### config.mk
export PLATFORM = sky130hd
export DESIGN_NAME = note_voice_allocator
export DESIGN_NICKNAME = d
export VERILOG_FILES = /design/src/rtl/note_voice_allocator_pkg.sv /design/src/rtl/note_voice_allocator_voice_slot.sv /design/src/rtl/note_voice_allocator.sv
export SDC_FILE = /design/constraint.sdc
export NUM_CORES = 1
export LEC_CHECK = 0
export CORE_UTILIZATION = 29
export DETAILED_ROUTE_END_ITERATION = 16
export PLACE_DENSITY = 0.52
export RECOVER_POWER = 50
export SLEW_MARGIN = 20
export SYNTH_ARGS = -nofsm -noshare
export SYNTH_HDL_FRONTEND = slang
export SYNTH_SLANG_ARGS = --single-unit
### constraint.sdc
create_clock -name clk -period 2.1 [get_ports clk]
set_input_delay 0.63 -clock clk [delete_from_list [all_inputs] [get_ports clk]]
set_output_delay 0.63 -clock clk [all_outputs]
set_load 0.02 [all_outputs]
### src/rtl/note_voice_allocator_pkg.sv
// rtl/note_voice_allocator_pkg.sv - shared widths and constants for the note voice allocator
package note_voice_allocator_pkg;

    localparam int DEF_NUM_VOICES = 3;
    localparam int DEF_NOTE_W     = 6;
    localparam int DEF_DUR_W      = 6;
    localparam int NOTE_REST      = 0;

endpackage

### src/rtl/note_voice_allocator_voice_slot.sv
// rtl/note_voice_allocator_voice_slot.sv - one voice: note register, beat countdown, active/start flags
module voice_slot
    import note_voice_allocator_pkg::*;
#(
    parameter int NOTE_W = DEF_NOTE_W,
    parameter int DUR_W  = DEF_DUR_W
) (
    input  logic              clk,
    input  logic              reset_n,
    input  logic              i_load,
    input  logic              i_tick,
    input  logic              i_clear,
    input  logic [NOTE_W-1:0] i_note,
    input  logic [DUR_W-1:0]  i_dur,
    output logic [NOTE_W-1:0] o_note,
    output logic              o_active,
    output logic              o_start,
    output logic              o_expiring
);

    logic [NOTE_W-1:0] r_note;
    logic [DUR_W-1:0]  r_rem;
    logic              r_active;
    logic              r_start;
    logic              w_can_dec;

    assign w_can_dec  = i_tick & r_active & (r_rem != '0);
    assign o_expiring = w_can_dec & (r_rem == DUR_W'(1));

    // clear beats load beats tick; a freshly loaded voice skips this cycle's beat
    always_ff @(posedge clk or negedge reset_n) begin
        if (!reset_n) begin
            r_note   <= NOTE_W'(NOTE_REST);
            r_rem    <= '0;
            r_active <= 1'b0;
            r_start  <= 1'b0;
        end else if (i_clear) begin
            r_note   <= NOTE_W'(NOTE_REST);
            r_rem    <= '0;
            r_active <= 1'b0;
            r_start  <= 1'b0;
        end else if (i_load) begin
            r_note   <= i_note;
            r_rem    <= i_dur;
            r_active <= 1'b1;
            r_start  <= 1'b1;
        end else begin
            r_start <= 1'b0;
            if (o_expiring) begin
                r_note   <= NOTE_W'(NOTE_REST);
                r_rem    <= '0;
                r_active <= 1'b0;
            end else if (w_can_dec) begin
                r_rem <= r_rem - DUR_W'(1);
            end
        end
    end

    assign o_note   = r_note;
    assign o_active = r_active;
    assign o_start  = r_start;

endmodule

### src/rtl/note_voice_allocator.sv
// rtl/note_voice_allocator.sv - accepts note/duration pairs and allocates them to free voice slots
module note_voice_allocator
    import note_voice_allocator_pkg::*;
#(
    parameter int NUM_VOICES = DEF_NUM_VOICES,
    parameter int NOTE_W     = DEF_NOTE_W,
    parameter int DUR_W      = DEF_DUR_W
) (
    input  logic                         clk,
    input  logic                         reset_n,
    input  logic                         play,
    input  logic                         flush,
    input  logic                         beat,
    input  logic                         new_note,
    input  logic [NOTE_W-1:0]            note,
    input  logic [DUR_W-1:0]             duration,
    output logic                         player_available,
    output logic [NUM_VOICES*NOTE_W-1:0] voice_note,
    output logic [NUM_VOICES-1:0]        voice_active,
    output logic [NUM_VOICES-1:0]        voice_start
);

    logic                  r_avail;
    logic                  w_accept;
    logic                  w_alloc;
    logic                  w_tick;
    logic [NUM_VOICES-1:0] w_active;
    logic [NUM_VOICES-1:0] w_expiring;
    logic [NUM_VOICES-1:0] w_idle;
    logic [NUM_VOICES-1:0] w_pick;
    logic [NUM_VOICES-1:0] w_load;
    logic [NUM_VOICES-1:0] w_next_active;

    assign w_accept = new_note & r_avail & play;
    assign w_alloc  = w_accept & ~flush
                    & (note != NOTE_W'(NOTE_REST)) & (duration != '0);
    assign w_tick   = beat & play & ~flush;

    // lowest set bit of the pre-edge idle set, so a voice expiring this edge is never picked
    assign w_idle = ~w_active;
    assign w_pick = w_idle & (~w_idle + NUM_VOICES'(1));
    assign w_load = w_alloc ? w_pick : '0;

    assign w_next_active = flush ? '0 : ((w_active & ~w_expiring) | w_load);

    always_ff @(posedge clk or negedge reset_n) begin
        if (!reset_n) begin
            r_avail <= 1'b0;
        end else begin
            r_avail <= play & ~flush & (|(~w_next_active));
        end
    end

    for (genvar i = 0; i < NUM_VOICES; i++) begin : g_slot
        voice_slot #(
            .NOTE_W (NOTE_W),
            .DUR_W  (DUR_W)
        ) u_slot (
            .clk        (clk),
            .reset_n    (reset_n),
            .i_load     (w_load[i]),
            .i_tick     (w_tick),
            .i_clear    (flush),
            .i_note     (note),
            .i_dur      (duration),
            .o_note     (voice_note[i*NOTE_W +: NOTE_W]),
            .o_active   (w_active[i]),
            .o_start    (voice_start[i]),
            .o_expiring (w_expiring[i])
        );
    end

    assign player_available = r_avail;
    assign voice_active     = w_active;

endmodule

== Word-level counts from Yosys, hierarchy flattened ==
Cells that the tools add are included.

* Output and inout bits: 25
* Input bits: 18
* Word-level logic and storage cells: 96
* Register bits after elaboration: 43

* Equal/unequal tests: 3
* Bitwise logic cells: 26
* Reduce and logical (&&, ||, !) cells: 12
* $add $sub $neg: 4
* Mux-type cells: 38

{| class="wikitable"
|+ Operators by type and width
! operator !! count
|-
| 6-bit 2-to-1 mux || 21
|-
| 6-bit nonzero test || 5
|-
| 1-bit bitwise AND || 18
|-
| 6-bit by 1-bit == test with 1-bit output, second input constant || 3
|-
| 6-bit by 1-bit subtractor with 6-bit output, second input constant || 3
|-
| 1-bit 2-to-1 mux || 15
|-
| 3-bit NOT || 4
|-
| 4-bit nonzero test || 3
|-
| 3-bit nonzero test || 3
|-
| 3-bit bitwise AND || 2
|-
| 3-bit 2-to-1 mux || 2
|-
| 3-bit by 1-bit adder with 3-bit output, second input constant || 1
|-
| 3-bit OR || 1
|-
| 3-bit OR reduction || 1
|-
| 1-bit NOT || 1
|}

== Longest topological paths before layout ==
Gate-level depths: netlist of the first run.

* Word-level depth: 12
* Depth in mapped cells: 7
* Depth with buffers taken out: 7

== Cells and area by module ==
From an unflattened synthesis of the first run, not the netlist that was laid out.

* Cell total of the unflattened synthesis: 236
* Area total of the unflattened synthesis: 2498.6 um2

{| class="wikitable"
|+ Modules (own cells, without submodules)
! module !! sequential area each (um2) !! area each (um2) !! times used !! cells an instance
|-
| voice_slot || 350.3 || 769.5 || 3 || 71
|-
| note_voice_allocator || 25.0 || 190.2 || 1 || 23
|}

== Worst setup path after synthesis of the first run ==
Ideal clock, no wire load.

* Path type: input-to-reg
* Start: input duration[0]
* End: register g_slot[2].u_slot.r_note[1]
* Data required time: 1.979 ns
* Stages: 6
* Setup time: 0.121 ns
* Arrival time: 2.053 ns
* Setup slack: -0.074 ns
* Path through: or4_1 -> or3_4 -> nand4_4 -> inv_6 -> buf_6 -> a22o_1

* Cells in the longest elaborated chain, start to end: 5

{| class="wikitable"
|+ RTL lines
! what !! line !! RTL
|-
| start: declaration || note_voice_allocator.sv:16 || <nowiki>input logic [DUR_W-1:0] duration,</nowiki>
|-
| 6-bit nonzero test (*) || note_voice_allocator.sv:36 || <nowiki>& (note != NOTE_W'(NOTE_REST)) & (duration != '0);</nowiki>
|-
| 1-bit bitwise AND (*) || note_voice_allocator.sv:36 ||
|-
| 3-bit 2-to-1 mux (*) || note_voice_allocator.sv:42 || <nowiki>assign w_load = w_alloc ? w_pick : '0;</nowiki>
|-
| 6-bit 2-to-1 mux || note_voice_allocator_voice_slot.sv:42 || <nowiki>end else if (i_load) begin</nowiki>
|-
| 6-bit 2-to-1 mux || note_voice_allocator_voice_slot.sv:37 || <nowiki>end else if (i_clear) begin</nowiki>
|-
| end signal: assignment || note_voice_allocator_voice_slot.sv:38 || <nowiki>r_note <= NOTE_W'(NOTE_REST);</nowiki>
|-
| end signal: assignment || note_voice_allocator_voice_slot.sv:43 || <nowiki>r_note <= i_note;</nowiki>
|-
| end signal: assignment || note_voice_allocator_voice_slot.sv:50 || <nowiki>r_note <= NOTE_W'(NOTE_REST);</nowiki>
|-
| end: declaration || note_voice_allocator_voice_slot.sv:21 || <nowiki>logic [NOTE_W-1:0] r_note;</nowiki>
|}

Mark *: on every way between the ends. The rest lies on a longest branch, timed or not.
A chain may end at the register's enable or synchronous reset.

== Final worst setup path of the first run ==
* Start: input new_note
* End: register g_slot[1].u_slot.r_rem[2]

* Cells in the longest elaborated chain, start to end: 8

{| class="wikitable"
|+ RTL lines
! what !! line !! RTL
|-
| start: declaration || note_voice_allocator.sv:14 || <nowiki>input logic new_note,</nowiki>
|-
| 1-bit bitwise AND (*) (2 in series) || note_voice_allocator.sv:34 || <nowiki>assign w_accept = new_note & r_avail & play;</nowiki>
|-
| 1-bit bitwise AND (*) || note_voice_allocator.sv:35 || <nowiki>assign w_alloc = w_accept & ~flush</nowiki>
|-
| 1-bit bitwise AND (*) (2 in series) || note_voice_allocator.sv:36 ||
|-
| 3-bit 2-to-1 mux (*) || note_voice_allocator.sv:42 ||
|-
| 6-bit 2-to-1 mux || note_voice_allocator_voice_slot.sv:42 ||
|-
| 6-bit 2-to-1 mux || note_voice_allocator_voice_slot.sv:37 ||
|-
| end signal: assignment || note_voice_allocator_voice_slot.sv:44 || <nowiki>r_rem <= i_dur;</nowiki>
|-
| end signal: assignment || note_voice_allocator_voice_slot.sv:54 || <nowiki>r_rem <= r_rem - DUR_W'(1);</nowiki>
|-
| end: declaration || note_voice_allocator_voice_slot.sv:22 || <nowiki>logic [DUR_W-1:0] r_rem;</nowiki>
|}

Marked as above.

==> summary.md, run 1 <==
| Metric | Value |
|---|---|
| CTS buffer count | `5` |
| IR drop worst, VDD | `0.4379 mV` |
| Die Ht | `93.44 um` |
| Status | `finished, final reports clean` |
| Detail Placement HPWL | `5331 um` |
| Multi-input gate area in the final layout | `0.001264 mm2` |
| Core Region | `0.007888 mm2` |
| H-Tree Depth | `2` |
| P per Cell Area | `534.4 mW/mm2` |
| Met1 Usage GRT | `24.92%` |
| Synth unique cells | `58` |
| Clk_lat worst skew | `0.30 ns` |
| Final ANT Viol Nets | `0` |
| Synth async-reset ratio | `100.0%` |
| Via density | `5.039` |
| Post-synth EDFFs | `0` |
| Final hold vios | `0` |
| CP cell instances | `clkdlybuf4s50_1 -> and4b_2 -> o31a_4 -> nand4_4 -> buf_6 -> buf_4 -> o221a_1` |
| Initial Util | `30.74%` |
| Met2 GRT Util | `29.23%` |
| Die X | `93.44 um` |
| Routability cong. | `0.8755` |
| Post-route cell area | `0.003500 mm2` |
| Placed insts | `419` |
| Clk root buf | `clkbuf_8` |
| Layout cell share with drive strength beyond 1 | `29.09%` |
| Max Freq | `0.4845 GHz` |
| M3 GR Usage | `2.846%` |
| First-pass GRT wire length | `11970 um` |
| Syn nets | `264` |
| FF+latch count, synth | `43` |
| # DRC | `0` |
| Crit-path slowest cell | `clkdlybuf4s50_1` |
| CTS tree | `done` |
| Hold-fix buffers, CTS | `0` |
| Commonest non-fill, non-tap cell in the layout | `buf_4` |
| Leakage | `1.625 nW` |
| Register area | `0.001076 mm2` |
| Reg2Reg Depth | `6` |
| Placed Area | `0.003257 mm2` |
| Synth warnings | `0` |
| FILL cells | `770` |
| HP Class | `input port to asynchronous set/reset pin` |
| Post-route insts no fill | `432` |
| Vias in the first global route | `2281` |
| Worst-path clk slew | `0.09 ns` |
| Tightest Pin Transition | `0.8519 ns` |
| Sequential share of the synthesized area | `44.38%` |
| Post-Syn Area per Cell | `10.23 um2` |
| Most frequent cells in the layout | `buf_4, dfrtp_1, a22o_1, clkdlybuf4s50_1, nor2_1` |
| Largest net degree at the start of global routing | `20` |
| Post-Synthesis Cells | `237` |
| DR iter-0 viols | `111` |
| Final setup skew | `0.004334 ns` |
| Initial antenna violation count | `0` |
| Final Net Count | `356` |
| Number of antenna diodes | `0` |
| Crit end category | `register` |
| Row count | `32` |
| Drt pass-1 iters | `4` |
| Critical Path RT | `2.28 ns` |
| Max Slew Vio Count | `0` |
| Critical Path AT | `2.25 ns` |
| Main synth FF type | `dfrtp_1` |
| Critical Path Start Type | `input port` |
| Top Usage Layer GRT | `met2` |
| P&R area growth vs syn | `44.32%` |
| WHS | `0.4084 ns` |
| GRT Total Usage | `18.03%` |
| Setup CP Type | `input port to register` |
| DIE AREA | `0.008731 mm2` |
| Period minus WS final | `2.064 ns` |
| Gr ovfl total | `0` |
| Final WL | `7224 um` |
| CP max FO | `4` |
| Mapped Area | `0.002425 mm2` |
| Period utilization | `98.28%` |
| WL/cell | `16.72 um` |
| Final setup viols | `0` |
| CTS Sinks | `43` |
| Slew headroom | `43.20%` |
| Clk buf depth | `2` |
| PortBufs | `42` |
| Ports | `43` |
| RSZ-0062 raised after global routing | `no` |
| Setup_tns | `0 ns` |
| Max-cap viol count | `0` |
| Detailed-route via count | `2177` |
| Peak per-stage delay on the critical path | `0.48 ns` |
[worst paths after layout]
kind | from | to | slack (ns)
max | new_note | g_slot[1].u_slot.r_rem[2] | 0.04
min | reset_n | g_slot[0].u_slot.r_rem[1] | 0.41
max reg2reg | g_slot[2].u_slot.r_rem[2] | g_slot[2].u_slot.o_note[0] | 0.24
min reg2reg | g_slot[1].u_slot.o_note[0] | g_slot[1].u_slot.o_note[0] | 0.50
max in group asynchronous | reset_n | g_slot[1].u_slot.r_rem[4] | 0.64
min in group clk | g_slot[1].u_slot.o_note[0] | g_slot[1].u_slot.o_note[0] | 0.50
[kinds of logic (layout without fill, tap and decap cells)]
group                    Yosys count  count (layout)  synth area share, %
AO/OA/AOI/OAI                     77              77                24.05
flip-flops                        43              43                44.38
XOR/XNOR                           2               2               0.7225
buffers and inverters             29             122                6.862
AND/OR/NAND/NOR                   74              74                18.06
multiplexers                       3               3                1.290
adder cells (fa/ha/maj)            9               9                4.644
[critical path, delay by kind of cell]
family / cells / cell delay [ns]
and+or+nand+nor: 2 / 0.41
AOI/OAI and AO/OA: 2 / 0.43
buffers and inverters: 3 / 0.77
[per-stage QoR]
stage          total power, W  util [%]  setup slack [ns]
6_report             0.001870     44.37           0.03620
4_1_cts              0.001884     44.07          0.002882
5_1_grt              0.001951     44.37          0.005256
2_1_floorplan       0.0009560         -          -0.05760
3_3_place_gp         0.001104     41.29           -0.5922
3_5_place_dp         0.001103     41.29           -0.6016
[area by class of cell]
cell class	count	share of cell area [%]
timing repair inverter	1	0.1788
sequential	43	30.75
clock inverter	3	1.931
timing repair buffer	97	23.42
tap	102	3.647
inverter	16	2.002
multi-input combinational	165	36.11
clock buffer	5	1.966
[Yosys cell counts, types with 3 or more instances]
master | count | area [um2]
dfrtp_1 | 43 | 1076
inv_1 | 14 | 52.55
nand2_1 | 14 | 52.55
buf_4 | 6 | 45.04
or3_1 | 4 | 25.02
ha_1 | 9 | 112.6
buf_6 | 4 | 45.04
a31oi_1 | 6 | 37.54
nor4_1 | 3 | 18.77
a22o_1 | 23 | 201.4
or4_1 | 3 | 22.52
o21ai_0 | 10 | 50.05
a21oi_1 | 14 | 70.07
nor2_1 | 22 | 82.58
nor3_1 | 5 | 25.02
a22oi_1 | 3 | 22.52
[timing repair]
item,4_1_cts,5_1_grt
setup endpoints to repair,42,30
resized for setup,35,11
pin swaps,12,6
hold endpoints to repair,0,0
buffers inserted,3,2
cloned,1,0
[registers in the layout, summed over array words and instances (netlist names)]
name / count
g_slot.u_slot.o_active: 3
player_available: 1
g_slot.u_slot.o_note: 18
g_slot.u_slot.r_rem: 18
g_slot.u_slot.o_start: 3
[where the power goes]
part           internal [W]  switching (W)
sequential         0.000840      0.0000149
clock              0.000474       0.000304
combinational      0.000111       0.000126
total               0.00143       0.000445
[per-layer routing]
| metal | vias up | routed length (um) |
|---|---|---|
| met1 | 1049 | 3401 |
| met3 | 4 | 252 |
| met5 | - | 0 |
| met4 | 0 | 56 |
| li1 | 1068 | - |
| met2 | 56 | 3514 |
Note: power is estimated with default switching activity, not from simulation.
==> run 2: changes to the inputs <==
CELL_PAD_IN_SITES_DETAIL_PLACEMENT = 2   (was default)
CELL_PAD_IN_SITES_GLOBAL_PLACEMENT = 2   (was default)
PLACE_DENSITY = 0.77   (was 0.52)
clock period = 1.7 ns   (was 2.1 ns; I/O delays follow)
==> run 2 against run 1 <==
Net effect: the run now ends with negative setup slack left; routed wire length is 66% higher; power is 17% higher; cell count is 6.0% higher; first-iteration DRC count is 27% lower; largest power group unchanged.
==> summary.md, run 2 (synthesis gave the netlist of run 1 again) <==
| Metric | Value |
|---|---|
| Via density | `5.585` |
| Status | `complete, but fails checks` |
| Setup CP Type | `input port to register` |
| PortBufs | `42` |
| Max Slew Vio Count | `0` |
| Row count | `32` |
| Overall Power | `0.002191 W` |
| IR drop worst, VDD | `0.3430 mV` |
| # DRC | `0` |
| Detailed-route via count | `2558` |
| Core Region | `0.007888 mm2` |
| Detail Placement HPWL | `6905 um` |
| Final hold vios | `0` |
| Slew headroom | `23.94%` |
| RSZ-0062 raised after global routing | `yes` |
| H-Tree Depth | `2` |
| Max-cap viol count | `0` |
| Reg2Reg Depth | `7` |
| Crit end category | `register` |
| CTS Sinks | `43` |
| Layout cell share with drive strength beyond 1 | `43.26%` |
| Gr ovfl total | `0` |
| Vias in the first global route | `2841` |
| Final setup skew | `0.009100 ns` |
| Period utilization | `116.3%` |
| Die X | `93.44 um` |
| GRT Total Usage | `27.06%` |
| Max Freq | `0.5058 GHz` |
| Final worst slack | `-0.2769 ns` |
| Peak per-stage delay on the critical path | `0.53 ns` |
| Most frequent cells in the layout | `buf_4, dfrtp_1, dlygate4sd2_1, a22o_1, buf_6` |
| Routability cong. | `0.8330` |
| Tightest Pin Transition | `1.141 ns` |
| CTS buffer count | `5` |
| P per Cell Area | `569.7 mW/mm2` |
| Initial antenna violation count | `0` |
| Commonest non-fill, non-tap cell in the layout | `buf_4` |
| CP cell instances | `buf_6 -> or4_4 -> buf_6 -> nor3_4 -> nor3_4 -> buf_4 -> o32ai_1` |
| Leakage | `1.886 nW` |
| DR iter-0 viols | `81` |
| Ports | `43` |
| Number of antenna diodes | `0` |
| Crit-path slowest cell | `or4_4` |
| Worst-path clk slew | `0.10 ns` |
| CTS tree | `done` |
| DIE AREA | `0.008731 mm2` |
| CP max FO | `8` |
| WHS | `0.4722 ns` |
| Final ANT Viol Nets | `0` |
| HP Class | `input port to asynchronous set/reset pin` |
| Clk_lat worst skew | `0.33 ns` |
| Initial Util | `30.74%` |
| WL/cell | `26.25 um` |
| Critical Path Start Type | `input port` |
| Die Ht | `93.44 um` |
| Violated checks | `negative setup slack` |
| Clk buf depth | `2` |
| P&R area growth vs syn | `58.62%` |
| Hold-fix buffers, CTS | `0` |
| Final Net Count | `382` |
| Drt pass-1 iters | `4` |
| Period minus WS final | `1.977 ns` |
| Critical Path AT | `2.19 ns` |
| Final setup viols | `43` |
| First-pass GRT wire length | `16910 um` |
| Largest net degree at the start of global routing | `44` |
| Critical Path RT | `1.91 ns` |
| Clk root buf | `clkbuf_8` |
| Final WL | `12020 um` |
-- run 2: cell count changes in the layout (fill, tap and decap cells not counted), sizes merged --
cell           change
clkinvlp           +1
buf               +36
dlymetal6s2s       -2
inv                +1
dlygate4sd3        -7
clkdlybuf4s15      -1
clkdlybuf4s50     -23
bufinv             -2
clkbuf             -5
dlygate4sd2       +28
-- run 2: area by class of cell --
type	count	area (um2)
Timing Repair inverter	1	6.256
Timing Repair Buffer	123	1051
Fill cell	811	4041
Multi-Input combinational cell	165	1419
Tap cell	102	127.6
Clock inverter	3	23.77
Sequential cell	43	1077
Clock buffer	5	68.82
Inverter	16	72.57
-- run 2: report_power, final --
group	leakage (nW)	switching (W)	internal, W	total [W]
combinational	1.25	0.000219	0.000172	0.000391
sequential	0.591	0.0000167	0.00104	0.00106
clock	0.0408	0.000450	0.000295	0.000745
total	1.89	0.000686	0.00151	0.00219
-- run 2: critical path: cells and delay by family --
kind,cells,cell delay (ns)
and+or+nand+nor,3,0.92
buffers and inverters,3,0.41
AOI/OAI and AO/OA,1,0.33
-- run 2: path summary, 6_finish.rpt --
path / end / slack, ns / startpoint
min reg2reg: g_slot[0].u_slot.o_note[3] / 0.51 / g_slot[0].u_slot.o_note[3]
min in group clk: g_slot[0].u_slot.o_note[3] / 0.51 / g_slot[0].u_slot.o_note[3]
max in group asynchronous: g_slot[0].u_slot.r_rem[0] / 0.47 / reset_n
max: g_slot[0].u_slot.r_rem[2] / -0.28 / duration[0]
min: g_slot[0].u_slot.r_rem[4] / 0.47 / reset_n
max reg2reg: player_available / -0.26 / g_slot[2].u_slot.r_rem[0]
-- run 2: per-layer routing --
metal	vias up	part of all wire, %	routed length (um)	track usage [%]
met3	26	2.5	303	3.333
met4	0	3.6	435	13.08
met5	-	0	0	0
met2	72	53	6431	48.47
li1	1121	-	-	-
met1	1339	40	4851	31.84
-- run 2: per-stage QoR --
stage	area [um2]	TNS, ns	setup WS [ns]	util [%]	cells
2_1_floorplan	2432	-10.54	-0.3375	-	237
3_3_place_gp	3379	-33.42	-0.8997	42.85	432
3_5_place_dp	3379	-36.21	-0.9258	42.85	432
4_1_cts	3716	-4.969	-0.2129	47.11	455
5_1_grt	3846	-8.468	-0.3235	48.76	458
6_report	3846	-7.009	-0.2769	48.76	458
-- run 2: timing repair --
| action | 4_1_cts | 5_1_grt |
|---|---|---|
| gates resized for setup | 128 | 27 |
| gates cloned | 1 | 0 |
| endpoints found under the setup margin | 68 | 43 |
| buffers inserted | 15 | 3 |
| pin swaps | 43 | 25 |
